===== config.mk =====
export PLATFORM = sky130hd
export DESIGN_NAME = ffdiv_arbiter
export DESIGN_NICKNAME = d
export VERILOG_FILES = /design/src/rtl/ffdiv_arbiter.sv
export SDC_FILE = /design/constraint.sdc
export NUM_CORES = 1
export LEC_CHECK = 0
export CORE_AREA = 2 2 160 162
export DETAILED_ROUTE_END_ITERATION = 16
export DIE_AREA = 0 0 162 164
export GPL_TIMING_DRIVEN = 0
export PLACE_DENSITY_LB_ADDON = 0.08
export SETUP_SLACK_MARGIN = 0.5
export SYNTH_ARGS = -nofsm -noshare
export SYNTH_HDL_FRONTEND = slang
export SYNTH_SLANG_ARGS = --single-unit

===== constraint.sdc =====
create_clock -name clk -period 2.6 [get_ports clk]
set_clock_uncertainty 0.1 [all_clocks]
set_input_delay 0.39 -clock clk [delete_from_list [all_inputs] [get_ports clk]]
set_output_delay 0.39 -clock clk [all_outputs]
set_load 0.01 [all_outputs]

===== src/rtl/ffdiv_arbiter.sv =====
// Round-robin front end that shares one iterative 32-bit FP divider among NUM_REQ requesters.
// Define FFDIV_ARB_TIMEOUT_EN to add a WAIT-state watchdog that aborts a hung division.
module ffdiv_arbiter #(
    parameter int NUM_REQ     = 4,
    parameter int ID_W        = $clog2(NUM_REQ),
    parameter int TIMEOUT_CYC = 64
) (
    input  logic                  clk,
    input  logic                  rst_n,
    input  logic [NUM_REQ-1:0]    req_valid,
    input  logic [32*NUM_REQ-1:0] req_a,
    input  logic [32*NUM_REQ-1:0] req_b,
    output logic [NUM_REQ-1:0]    req_ready,
    output logic [NUM_REQ-1:0]    rsp_valid,
    output logic [31:0]           rsp_data,
    output logic [4:0]            rsp_flags,
    output logic                  rsp_err,
    output logic [ID_W-1:0]       rsp_id,
    output logic                  busy,
    output logic                  div_en,
    output logic                  div_start,
    output logic [31:0]           div_op_a,
    output logic [31:0]           div_op_b,
    output logic                  div_soft_rst_n,
    input  logic                  div_ready,
    input  logic [31:0]           div_result,
    input  logic [4:0]            div_flags
);
    localparam logic [1:0] ST_IDLE  = 2'd0;
    localparam logic [1:0] ST_ISSUE = 2'd1;
    localparam logic [1:0] ST_WAIT  = 2'd2;
    localparam logic [1:0] ST_RESP  = 2'd3;

    localparam logic [ID_W:0] NUM_REQ_W = (ID_W + 1)'(NUM_REQ);

    logic [1:0]      state_reg;
    logic [1:0]      state_next;
    logic [ID_W-1:0] ptr_reg;
    logic [ID_W-1:0] owner_reg;
    logic [ID_W-1:0] rsp_id_reg;
    logic [31:0]     op_a_reg;
    logic [31:0]     op_b_reg;
    logic [31:0]     rsp_data_reg;
    logic [4:0]      rsp_flags_reg;
    logic            timeout_hit;

    logic [31:0]        a_slice [NUM_REQ];
    logic [31:0]        b_slice [NUM_REQ];
    logic [ID_W-1:0]    cand_id [NUM_REQ];
    logic [NUM_REQ-1:0] cand_hit;
    logic               grant_found;
    logic [ID_W-1:0]    grant_id;
    logic               in_idle;
    logic               wait_done;

    assign in_idle   = (state_reg == ST_IDLE);
    assign wait_done = (state_reg == ST_WAIT) && (div_ready || timeout_hit);

    generate
        for (genvar gi = 0; gi < NUM_REQ; gi++) begin : g_slice
            assign a_slice[gi] = req_a[32*gi +: 32];
            assign b_slice[gi] = req_b[32*gi +: 32];
        end

        // Candidate gi is the requester (gi+1) places after the last winner, wrapping at NUM_REQ.
        for (genvar gi = 0; gi < NUM_REQ; gi++) begin : g_cand
            logic [ID_W:0] sum;
            assign sum          = {1'b0, ptr_reg} + (ID_W + 1)'(gi + 1);
            assign cand_id[gi]  = ID_W'((sum >= NUM_REQ_W) ? (sum - NUM_REQ_W) : sum);
            assign cand_hit[gi] = req_valid[cand_id[gi]];
        end
    endgenerate

    always_comb begin
        grant_found = 1'b0;
        grant_id    = '0;
        for (int k = NUM_REQ - 1; k >= 0; k--) begin
            if (cand_hit[k]) begin
                grant_found = 1'b1;
                grant_id    = cand_id[k];
            end
        end
    end

    generate
        for (genvar gi = 0; gi < NUM_REQ; gi++) begin : g_onehot
            // rst_n gating keeps req_ready low while reset is held, even with requests pending.
            assign req_ready[gi] = rst_n && in_idle && grant_found && (grant_id == ID_W'(gi));
            assign rsp_valid[gi] = (state_reg == ST_RESP) && (owner_reg == ID_W'(gi));
        end
    endgenerate

    always_comb begin
        state_next = state_reg;
        case (state_reg)
            ST_IDLE:  if (grant_found) state_next = ST_ISSUE;
            ST_ISSUE: state_next = ST_WAIT;
            ST_WAIT:  if (wait_done) state_next = ST_RESP;
            ST_RESP:  state_next = ST_IDLE;
            default:  state_next = ST_IDLE;
        endcase
    end

    always_ff @(posedge clk or negedge rst_n) begin
        if (!rst_n) begin
            state_reg     <= ST_IDLE;
            ptr_reg       <= ID_W'(NUM_REQ - 1);
            owner_reg     <= '0;
            rsp_id_reg    <= '0;
            op_a_reg      <= '0;
            op_b_reg      <= '0;
            rsp_data_reg  <= '0;
            rsp_flags_reg <= '0;
        end else begin
            state_reg <= state_next;
            if (in_idle && grant_found) begin
                op_a_reg  <= a_slice[grant_id];
                op_b_reg  <= b_slice[grant_id];
                owner_reg <= grant_id;
                ptr_reg   <= grant_id;
            end
            // div_ready is only honoured in WAIT; a stale ready during ISSUE is ignored.
            if (state_reg == ST_WAIT) begin
                if (div_ready) begin
                    rsp_data_reg  <= div_result;
                    rsp_flags_reg <= div_flags;
                    rsp_id_reg    <= owner_reg;
                end else if (timeout_hit) begin
                    rsp_data_reg  <= 32'h7FC0_0000;
                    rsp_flags_reg <= 5'b10000;
                    rsp_id_reg    <= owner_reg;
                end
            end
        end
    end

`ifdef FFDIV_ARB_TIMEOUT_EN
    localparam int CNT_W = $clog2(TIMEOUT_CYC + 1);

    logic [CNT_W-1:0] wait_cnt_reg;
    logic             rsp_err_reg;

    always_ff @(posedge clk or negedge rst_n) begin
        if (!rst_n) begin
            wait_cnt_reg <= '0;
        end else if (state_reg == ST_ISSUE) begin
            wait_cnt_reg <= '0;
        end else if (state_reg == ST_WAIT) begin
            wait_cnt_reg <= wait_cnt_reg + 1'b1;
        end
    end

    // Fires on the TIMEOUT_CYC-th WAIT cycle; a real div_ready on that cycle still wins.
    assign timeout_hit = (state_reg == ST_WAIT) && !div_ready
                         && (wait_cnt_reg == CNT_W'(TIMEOUT_CYC - 1));

    always_ff @(posedge clk or negedge rst_n) begin
        if (!rst_n) begin
            rsp_err_reg <= 1'b0;
        end else if (wait_done) begin
            rsp_err_reg <= !div_ready;
        end
    end

    assign rsp_err        = rsp_err_reg;
    assign div_soft_rst_n = !((state_reg == ST_RESP) && rsp_err_reg);
`else
    assign timeout_hit    = 1'b0;
    assign rsp_err        = 1'b0;
    assign div_soft_rst_n = 1'b1;
`endif

    assign busy      = !in_idle;
    assign div_en    = (state_reg == ST_ISSUE) || (state_reg == ST_WAIT);
    assign div_start = (state_reg == ST_ISSUE);
    assign div_op_a  = op_a_reg;
    assign div_op_b  = op_b_reg;
    assign rsp_data  = rsp_data_reg;
    assign rsp_flags = rsp_flags_reg;
    assign rsp_id    = rsp_id_reg;

endmodule


Word level (Yosys, flattened, before mapping)
Cells that the tools add are included.

word-level totals
  register bits = 109
  input port bits = 300
  output and inout port bits = 116
  word-level logic and storage cells = 85

cells by class
  add/sub/neg operators = 8
  $lt $le $gt $ge = 9
  equality and inequality tests = 11
  muxes and demuxes = 29
  bitwise operators = 1
  reductions and logical operators = 19

operator list
  kind                                                                           number
  32-bit binary-select mux with 2-bit select                                     2
  32-bit two-way mux                                                             4
  2-bit two-way mux                                                              10
  3-bit >= comparator (second input constant)                                    5
  2-bit equality test (second input constant)                                    6
  1-bit logical AND                                                              12
  2-bit by 3-bit less-than comparator with 1-bit output (second input constant)  4
  1-bit binary-select mux with 2-bit select                                      4
  1-bit two-way mux                                                              8
  2-bit one-hot mux with 4 select lines                                          1
  2-bit by 1-bit subtractor with 2-bit output (second input constant)            4
  2-bit by 2-bit adder with 3-bit output (second input constant)                 2
  2-bit by 1-bit equality test with 1-bit output (second input constant)         3
  2-bit zero test                                                                3
  2-bit != test (second input constant)                                          2
  2-bit AND reduction                                                            2
  2-bit by 1-bit adder with 3-bit output (second input constant)                 1
  2-bit by 3-bit adder with 3-bit output (second input constant)                 1
  2-bit NOT with 3-bit output                                                    1
  1-bit zero test                                                                1
  1-bit logical OR                                                               1

Logic depth before layout (Yosys ltp)
Gate-level depths: netlist of run 1.

  depth in word-level cells = 13
  gate-level depth with buffers = 9
  gate-level depth less buffers = 7

Worst setup path before layout of run 1
No wires, ideal clock.

  path kind = register -> output
  from = reg state_reg[0]
  to = out req_ready[0]
  data arrival time = 1,608 ps
  required time = 2,110 ps
  slack = 502 ps
  cell stages (with the launch flop) = 8
  cells stage by stage = dfrtp_1 inv_1 ha_1 inv_1 nor2_1 buf_2 nand2_1 nor3_1

on the way
  cells in the longest elaborated chain, start to end = 4

ends and longest elaborated chain
  item                             RTL line  text
  from (decl)                      36        logic [1:0] state_reg;
  from (signal assigned)           115       state_reg <= state_next;
  2-bit zero test                  56        assign in_idle = (state_reg == ST_IDLE);
  1-bit logical AND (3 in series)  88        assign req_ready[gi] = rst_n && in_idle && grant_found && (grant_id == ID_W'(gi));
  to (decl)                        13        output logic [NUM_REQ-1:0] req_ready,

No other way between the ends.

Final worst setup path of run 1
  from = reg ptr_reg[1]
  to = out req_ready[1]

on the way
  cells in the longest elaborated chain, start to end = 11
  elaborated cells on any way between the ends = 35
  those cells by class = add/sub (8); order compare (4); eq/ne (1); mux (20); reduce/logical (2)

ends and longest elaborated chain
  item                                                                                 RTL line  text
  from (decl)                                                                          38        logic [ID_W-1:0] ptr_reg;
  from (signal assigned)                                                               107       ptr_reg <= ID_W'(NUM_REQ - 1);
  from (signal assigned)                                                               120       ptr_reg <= grant_id;
  2-bit by 3-bit adder with 3-bit output                                               68        assign sum = {1'b0, ptr_reg} + (ID_W + 1)'(gi + 1);
  3-bit >= comparator or 2-bit by 1-bit subtractor with 2-bit output (tied branches)   69        assign cand_id[gi] = ID_W'((sum >= NUM_REQ_W) ? (sum - NUM_REQ_W) : sum);
  2-bit two-way mux                                                                    69
  1-bit binary-select mux with 2-bit select                                            70        assign cand_hit[gi] = req_valid[cand_id[gi]];
  1-bit two-way mux (implied by the code)                                              70
  2-bit two-way mux or 1-bit two-way mux (tied branches) (4 in series)                 78        if (cand_hit[k]) begin
  2-bit by 1-bit equality test with 1-bit output or 1-bit logical AND (tied branches)  88
  1-bit logical AND *                                                                  88

Every way passes the cells marked *; elsewhere a longest branch is shown, timed or not. The select of a mux whose other input is x is not followed.

==> impl_metrics.json, run 1 <==
{
  "hold_viol_final": 50,
  "cp_slowest_stage_delay_ns": 0.57,
  "met1Wirelength_um": 11400,
  "relSlewSlack_pct": 62.3,
  "final_util_pct": 49.4,
  "die_h_um": 164,
  "ant_nets": 0,
  "grt_pass1_vias": 6983,
  "hold_path.class": "in -> async",
  "max-cap-violations": 0,
  "totalWireLength_um": 28300,
  "path_buf_inv": 3,
  "fin_nets": 1407,
  "clock-sinks": 109,
  "n_antenna_cell": 0,
  "mostFrequentLayoutCells": "398 x clkdlybuf4s50_1, 129 x a211oi_1, 107 x dfrtp_1, 68 x inv_1, 67 x nor2_1",
  "layout_commonest_cell": "clkdlybuf4s50_1",
  "rsz0062_at_grt": "yes",
  "path_clk_slew_ns": 0.08,
  "via_per_inst": 4.71,
  "pin_count": 416,
  "drc_errors": 0,
  "num_rows": 58,
  "dp_hpwl_um": 21500,
  "grt_first_pass_wirelength_um": 41700,
  "dr.pass1.iters": 4,
  "grt_max_degree": 61,
  "min_period_ns": 2.39,
  "reg2regPathDepth": 8,
  "synthToLayoutAreaGrowth_pct": 93.1,
  "dieArea_mm2": 0.0266,
  "fin_crit_sh_pct": 92.1,
  "gp_congestion": 0.818,
  "insertion_delay_ns": 0.35,
  "seq_area_frac_synth_pct": 43.0,
  "highest_layer": "met5",
  "avgSynthCellArea_um2": 9.79,
  "antenna_found_initial": 1,
  "p_leak_nw": 4.99,
  "regToRegSetupSlack_ns": 0.40,
  "path_cells": "buf_4 -> buf_6 -> and3_4 -> a31oi_2 -> and2_4 -> nor3_2 -> buf_2",
  "wl_met3_um": 2070,
  "startpoint_type": "register",
  "reg2reg_to": "div_op_a[29]$_DFFE_PN0P_",
  "drt_iter0_markers": 298,
  "cp_top_family": "flip-flops",
  "critPathMaxFanout": 4,
  "initial_core_util_pct": 25.6,
  "outcome": "finished, violations left",
  "worst_pin_slew_ns": 0.565,
  "fmax_mhz": 418,
  "fin_ws_ns": 0.205,
  "numCtsBuffers": 9,
  "io_buffers": 413,
  "instances_no_fill": 1437,
  "ys.warnings.count": 0,
  "h-tree-depth": 3,
  "whs_ns": -0.123,
  "setup_viol_count_final": 0,
  "synth_cells": 649,
  "met2_length_um": 14300,
  "cts-root-buf": "clkbuf_16",
  "path_class": "reg -> out",
  "die_width_um": 162,
  "crit_required_ns": 2.11,
  "ys_types": 32,
  "placed_cells": 1393,
  "ys_seq_elements": 109,
  "powerDensity_mw_per_mm2": 969,
  "failed_checks": "hold timing",
  "slowest_stage": "dfstp_2",
  "synth_fp_nets": 954,
  "cts_max_path_buffers": 2,
  "vdd_drop_max_mv": 0.388,
  "core_mm2": 0.0248,
  "cts_tree": "yes",
  "grt.overflow.total": 0,
  "drive_above_1_share_pct": 22.0,
  "r2r_start": "ptr_reg[1]$_DFFE_PN1P_",
  "track_usage_pct": 20.7,
  "slew_violations": 0,
  "critPathCaptureType": "output pin",
  "routedWlPerCell_um": 19.7,
  "netlist_area_mm2": 0.00635,
  "num_vias": 6765,
  "crit_arrival_ns": 1.90,
  "dp_slack_ns": -1.01
}
## metal layers
layer | vias to the layer above | track usage (%)
li1 | 3271 | -
met1 | 3207 | 24.6
met2 | 260 | 36.9
met3 | 25 | 5.51
met4 | 2 | 5.27
met5 | - | 0
## worst reg2reg max path, delay by kind of cell (launching register included)
family          cells  cell delay, ns
compound gates      4            0.64
flops               1            0.57
buf+inv             3            0.71
simple gates        1            0.06
## power by group
part           leakage (nW)  internal (mW)  switching [mW]
logic                  3.62           3.98            3.44
registers              1.24           2.59           0.477
clock network         0.134          0.675           0.730
total                  4.99           7.24            4.65
## through the flow
stage          TNS (ns)  area (µm²)  power, mW
2_1_floorplan         0        6350       6.15
3_3_place_gp    -459.66       10900       9.39
3_5_place_dp     -39.13       10900       9.44
4_1_cts               0       12000       11.8
5_1_grt               0       12300       12.7
6_report              0       12300       11.9
## synth_stat cells (all sizes together)
| master | n | area (µm²) |
|---|---|---|
| nor3 | 4 | 20.0 |
| and2 | 3 | 18.8 |
| nor2b | 1 | 6.26 |
| a211oi | 192 | 1440 |
| and3 | 2 | 12.5 |
| dfrtp | 107 | 2680 |
| nand2b | 3 | 18.8 |
| nor3b | 1 | 7.51 |
| ha | 5 | 62.6 |
| and3b | 1 | 8.76 |
| nor4 | 1 | 6.26 |
| o21ai | 2 | 10.0 |
| o32a | 2 | 20.0 |
| a31oi | 1 | 6.26 |
| buf | 41 | 211 |
| o22ai | 1 | 6.26 |
| mux2 | 39 | 439 |
| a21oi | 4 | 23.8 |
| inv | 70 | 263 |
| nor2 | 69 | 262 |
| conb | 2 | 7.51 |
| a21o | 1 | 7.51 |
| nand3 | 1 | 5.00 |
| nand2 | 9 | 33.8 |
| dfstp | 2 | 52.6 |
| clkbuf | 20 | 75.1 |
| mux2i | 65 | 651 |
## area by class of cell
type	count	area, µm²
Buffer	61	538
Timing Repair Buffer	442	4420
Fill cell	2417	12500
Sequential cell	109	2730
Tap cell	330	413
Inverter	70	263
Multi-Input combinational cell	409	3620
Clock buffer	9	225
Clock inverter	7	65.1
## worst max path at each step
stage | cells after the start | slack [ns] | from | end
after global placement | 4 | -4.36 | rst_n | req_ready[0]
after CTS | 6 | 0.20 | ptr_reg[1]$_DFFE_PN1P_ | req_ready[0]
final | 7 | 0.21 | ptr_reg[1]$_DFFE_PN1P_ | req_ready[1]
after detailed placement | 7 | -1.01 | req_valid[3] | req_ready[1]
after global routing | 7 | 0.12 | ptr_reg[1]$_DFFE_PN1P_ | req_ready[1]
after floorplan | 7 | 0.50 | state_reg[0]$_DFFE_PN0P_ | req_ready[0]
## cells by family (layout without fill, tap and decap cells)
logic type | Yosys count | after routing | synth area share [%]
AO/OA/AOI/OAI | 203 | 203 | 23.8
adder cells (fa/ha/maj) | 5 | 5 | 0.985
buffers and inverters | 131 | 589 | 8.65
flip-flops | 109 | 109 | 43.0
multiplexers | 104 | 104 | 17.2
other | 2 | 2 | 0.118
AND/OR/NAND/NOR | 95 | 95 | 6.28
## what timing repair did
item	in CTS	in global routing
setup endpoints to repair	89	79
cloned	1	0
gates resized for setup	183	74
pin swaps	14	9
hold endpoints to repair	50	50
buffers inserted	24	3
No activity file was read; power rests on OpenSTA's default activity.
==> inputs of run 2 (changes only) <==
--- a/config.mk
+++ b/config.mk
@@ -9,7 +9,6 @@
 export DETAILED_ROUTE_END_ITERATION = 16
 export DIE_AREA = 0 0 162 164
 export GPL_TIMING_DRIVEN = 0
-export PLACE_DENSITY_LB_ADDON = 0.08
 export SETUP_SLACK_MARGIN = 0.5
 export SYNTH_ARGS = -nofsm -noshare
 export SYNTH_HDL_FRONTEND = slang
==> run 2 against run 1 <==
  * The flow still finishes with violations (hold timing)
  * Flip-flop and latch count did not move
  * Non-clock buffer count fell by 13
  * Sequential power barely moved
  * Via count rose by 0.27%
  * Setup slack improved by 0.0040 ns
  * First-iteration DRC count fell by 14%
  * Fmax rose by 0.17%
  * Critical path depth did not move
  * Core utilization fell by 2.1 points
  * Combinational power fell by 7.3%
  * Routed wire length fell by 0.59%
  * Sequential share of layout area rose by 0.97 points
  * Critical path type unchanged
==> impl_metrics.json, run 2 (synthesized netlist as in run 1, its figures left out) <==
{
  "io_buffers": 413,
  "antenna_found_initial": 1,
  "mostFrequentLayoutCells": "398 x clkdlybuf4s50_1, 164 x a211oi_1, 107 x dfrtp_1, 68 x inv_1, 67 x nor2_1",
  "hold_viol_final": 51,
  "gp_congestion": 0.840,
  "hold_path.class": "in -> async",
  "p_leak_nw": 4.84,
  "cts_tree": "yes",
  "path_clk_slew_ns": 0.09,
  "fin_nets": 1394,
  "routedWlPerCell_um": 19.8,
  "pin_count": 416,
  "placed_area_mm2": 0.0109,
  "fin_area_mm2": 0.0118,
  "core_mm2": 0.0248,
  "die_width_um": 162,
  "min_period_ns": 2.39,
  "dr.pass1.iters": 4,
  "grt_pass1_vias": 6900,
  "fin_tns_setup_ns": 0,
  "die_h_um": 164,
  "grt_max_degree": 57,
  "worst_pin_slew_ns": 0.598,
  "h-tree-depth": 3,
  "synthToLayoutAreaGrowth_pct": 85.0,
  "failed_checks": "hold timing",
  "insertion_delay_ns": 0.36,
  "track_usage_pct": 20.5,
  "grt.overflow.total": 0,
  "crit_arrival_ns": 1.90,
  "instances_no_fill": 1424,
  "reg2regPathDepth": 10,
  "startpoint_type": "register",
  "layout_commonest_cell": "clkdlybuf4s50_1",
  "fmax_mhz": 418,
  "critPathCaptureType": "output pin",
  "placed_cells": 1393,
  "initial_core_util_pct": 25.6,
  "dieArea_mm2": 0.0266,
  "ant_nets": 0,
  "max-cap-violations": 0,
  "crit_required_ns": 2.11,
  "via_per_inst": 4.76,
  "setup_viol_count_final": 0,
  "dp_hpwl_um": 21600,
  "powerDensity_mw_per_mm2": 969,
  "critPathMaxFanout": 4,
  "whs_ns": -0.117,
  "cts_max_path_buffers": 2,
  "totalWireLength_um": 28200,
  "vdd_drop_max_mv": 0.450,
  "fin_crit_sh_pct": 92.0,
  "drt_iter0_markers": 255,
  "num_rows": 58,
  "numCtsBuffers": 9,
  "grt_first_pass_wirelength_um": 41100,
  "clock-sinks": 109,
  "relSlewSlack_pct": 60.2,
  "outcome": "finished, violations left",
  "path_class": "reg -> out",
  "n_antenna_cell": 0,
  "num_vias": 6783,
  "drc_errors": 0,
  "rsz0062_at_grt": "yes",
  "slew_violations": 0,
  "cts-root-buf": "clkbuf_16",
  "drive_above_1_share_pct": 16.7
}
run 2: power breakdown:
group	internal (mW)	switching, mW	total [mW]
Sequential	2.59	0.476	3.06
Combinational	3.58	3.31	6.88
Clock	0.687	0.757	1.44
run 2: worst max-delay path, stage by stage (launching register included):
cell and delay (ns):
dfstp_2 0.57, nor2b_1 0.06, o21ai_2 0.22, a21oi_4 0.10, buf_12 0.14, buf_12 0.12, nor3_2 0.17, buf_2 0.18
run 2: layout make-up:
class	instances	area (µm²)
inverters	70	263
plain buffers	61	420
multi-input cells	409	3350
fillers	2432	13100
well taps	330	413
flip-flops and latches	109	2730
clock buffers	9	225
repair buffers	429	4280
clock inverters	7	78.8
run 2: worst paths after layout:
kind | endpoint | startpoint | slack (ns)
setup / recovery | req_ready[3] | ptr_reg[1]$_DFFE_PN1P_ | 0.21
max in group asynchronous | div_op_a[8]$_DFFE_PN0P_ | rst_n | 1.79
setup reg to reg | div_op_b[25]$_DFFE_PN0P_ | state_reg[0]$_DFFE_PN0P_ | 0.36
hold reg to reg | rsp_data[31]$_DFFE_PN0P_ | rsp_data[31]$_DFFE_PN0P_ | 0.41
hold / removal | rsp_data[15]$_DFFE_PN0P_ | rst_n | -0.12
min in group clk | rsp_data[31]$_DFFE_PN0P_ | rsp_data[31]$_DFFE_PN0P_ | 0.41
run 2: per-layer routing:
| metal | global-route usage, % | vias to the layer above | share of wire, % |
|---|---|---|---|
| met5 | 0 | - | 0.057 |
| met4 | 5.75 | 2 | 2.1 |
| met3 | 4.90 | 34 | 7.0 |
| met2 | 36.5 | 276 | 50 |
| met1 | 24.7 | 3216 | 41 |
| li1 | - | 3255 | - |
run 2: timing repair:
| action | 4_1_cts | 5_1_grt |
|---|---|---|
| setup endpoints to repair | 89 | 75 |
| cloned | 0 | 0 |
| buffers inserted | 14 | 1 |
| pin swaps | 7 | 5 |
| hold endpoints to repair | 51 | 51 |
| gates resized for setup | 98 | 55 |
run 2: per-stage QoR:
| step | setup slack (ns) | util [%] | power, mW |
|---|---|---|---|
| final | 0.209 | 47.4 | 11.4 |
| after global routing | 0.123 | 47.4 | 12.2 |
| after CTS | 0.174 | 46.6 | 11.4 |
| after detailed placement | -1.29 | 44.0 | 9.47 |
| after global placement | -4.43 | 43.9 | 9.39 |
| after floorplan | 0.502 | - | 6.15 |
==> inputs of run 3 (changes only) <==
==> constraint.sdc (replaced) <==
create_clock -name clk -period 2.1 [get_ports clk]
set_clock_uncertainty 0.1 [all_clocks]
set_input_delay 0.315 -clock clk [delete_from_list [all_inputs] [get_ports clk]]
set_output_delay 0.315 -clock clk [all_outputs]
set_load 0.01 [all_outputs]
==> run 3 against run 2 <==
  * Cell area increased by 11%
  * Critical path depth is 1 higher
  * Flip-flop and latch count unchanged
  * Via count rose by 3.2%
  * The flow finishes with violations (hold timing, setup timing)
  * Die area stayed put
  * Setup slack lost 0.51 ns
  * Final cell count grew 2.2%
  * Non-clock buffer count rose by 31
  * Combinational power rose by 45%
  * Core utilization grew 5.3 points
==> impl_metrics.json, run 3 (synthesized netlist as in run 1, its figures left out) <==
{
  "powerDensity_mw_per_mm2": 1200,
  "critPathMaxFanout": 4,
  "cts_tree": "yes",
  "layout_commonest_cell": "clkdlybuf4s50_1",
  "cp_top_family": "buffers and inverters",
  "die_width_um": 162,
  "gp_congestion": 0.829,
  "relSlewSlack_pct": 64.2,
  "whs_ns": -0.204,
  "fin_tns_setup_ns": -8.58,
  "worst_pin_slew_ns": 0.538,
  "n_antenna_cell": 0,
  "drt_iter0_markers": 278,
  "failed_checks": "hold timing, setup timing",
  "initial_core_util_pct": 25.6,
  "fin_crit_sh_pct": 114,
  "drive_above_1_share_pct": 24.7,
  "grt.overflow.total": 0,
  "setup_viol_count_final": 67,
  "p_leak_nw": 5.93,
  "grt_max_degree": 60,
  "antenna_found_initial": 0,
  "ant_nets": 0,
  "crit_required_ns": 1.68,
  "placed_area_mm2": 0.0111,
  "clock-sinks": 109,
  "dieArea_mm2": 0.0266,
  "synthToLayoutAreaGrowth_pct": 106,
  "fin_ws_ns": -0.299,
  "dr.pass1.iters": 5,
  "num_rows": 58,
  "num_vias": 6999,
  "power_mw": 15.7,
  "path_clk_slew_ns": 0.09,
  "max-cap-violations": 0,
  "via_per_inst": 4.81,
  "h-tree-depth": 3,
  "insertion_delay_ns": 0.36,
  "totalWireLength_um": 29900,
  "dp_hpwl_um": 21500,
  "slew_violations": 0,
  "drc_errors": 0,
  "startpoint_type": "input pin",
  "path_buf_inv": 4,
  "slowest_stage": "clkdlybuf4s50_1",
  "numCtsBuffers": 9,
  "grt_pass1_vias": 7056,
  "fin_area_mm2": 0.0131,
  "mostFrequentLayoutCells": "297 x clkdlybuf4s50_1, 139 x a211oi_1, 107 x dfrtp_1, 79 x dlymetal6s2s_1, 67 x inv_1",
  "fin_nets": 1425,
  "min_period_ns": 2.40,
  "cts_max_path_buffers": 2,
  "critPathCaptureType": "output pin",
  "hold_viol_final": 51,
  "path_class": "in -> out",
  "cp_slowest_stage_delay_ns": 0.56,
  "fmax_mhz": 417,
  "track_usage_pct": 20.8,
  "crit_arrival_ns": 1.98,
  "outcome": "finished, violations left",
  "hold_path.class": "in -> async",
  "path_cells": "clkdlybuf4s50_1 -> nand2b_1 -> o21ai_4 -> buf_4 -> a21o_1 -> buf_8 -> nor3_4 -> buf_6",
  "grt_first_pass_wirelength_um": 41800,
  "core_mm2": 0.0248,
  "cts-root-buf": "clkbuf_16",
  "vdd_drop_max_mv": 0.581,
  "io_buffers": 413,
  "rsz0062_at_grt": "yes",
  "die_h_um": 164,
  "routedWlPerCell_um": 20.5,
  "pin_count": 416
}
==> run 3: changes by cell type in the layout (fill, tap and decap cells not counted), sizes merged <==
cell and change:
buf +38, clkdlybuf4s15 -1, dlygate4sd2 +18, clkbuf -2, clkdlybuf4s50 -101, dlymetal6s2s +79
==> run 3: worst paths after layout <==
check	slack, ns	endpoint	cells after the start	startpoint
min reg2reg	0.40	rsp_data[30]$_DFFE_PN0P_	1	rsp_data[30]$_DFFE_PN0P_
max	-0.30	req_ready[0]	8	req_valid[2]
max in group asynchronous	1.38	ptr_reg[0]$_DFFE_PN1P_	2	rst_n
min	-0.20	rsp_data[15]$_DFFE_PN0P_	1	rst_n
min in group clk	0.40	rsp_data[30]$_DFFE_PN0P_	1	rsp_data[30]$_DFFE_PN0P_
max reg2reg	-0.19	div_op_a[28]$_DFFE_PN0P_	10	ptr_reg[1]$_DFFE_PN1P_
==> run 3: layout make-up <==
| class | instances | area (µm²) |
|---|---|---|
| Buffer | 61 | 601 |
| Clock buffer | 9 | 225 |
| Clock inverter | 7 | 88.8 |
| Fill cell | 2266 | 11700 |
| Inverter | 70 | 265 |
| Multi-Input combinational cell | 409 | 3820 |
| Sequential cell | 109 | 2730 |
| Tap cell | 330 | 413 |
| Timing Repair Buffer | 460 | 4940 |
==> run 3: report_power, final <==
part           total [mW]  internal [mW]  leakage [nW]  switching (mW)
clock                1.83          0.863         0.152           0.971
sequential           3.79           3.20          1.24           0.591
combinational        10.0           5.37          4.54            4.67
==> run 3: repair_timing <==
action,in CTS,in global routing
resized for setup,182,230
endpoints found under the setup margin,221,184
hold endpoints to repair,51,51
cloned,0,6
buffers inserted,22,18
pin swaps,12,22
==> run 3: worst reg2reg max path, delay by kind of cell, from the launching register on <==
family	cells	cell delay (ns)
buffers and inverters	5	0.57
muxes	2	0.51
AOI/OAI and AO/OA	3	0.38
DFF	1	0.62
==> run 3: layer usage <==
metal | share of wire, % | track usage (%) | vias to the layer above
li1 | - | - | 3321
met1 | 40 | 24.2 | 3381
met2 | 52 | 38.2 | 270
met3 | 6.5 | 4.92 | 27
met4 | 1.7 | 5.79 | 0
met5 | 0 | 0 | -
==> run 3: metrics by stage <==
step                setup WS [ns]  hold slack [ns]  util, %  cells
floorplan                   0.231          -0.0806        -    649
global placement            -4.81            0.386     44.5   1392
detailed placement          -1.01            0.214     44.6   1393
CTS                        -0.365           -0.190     48.1   1431
global route               -0.346           -0.186     52.7   1455
finish                     -0.299           -0.204     52.7   1455
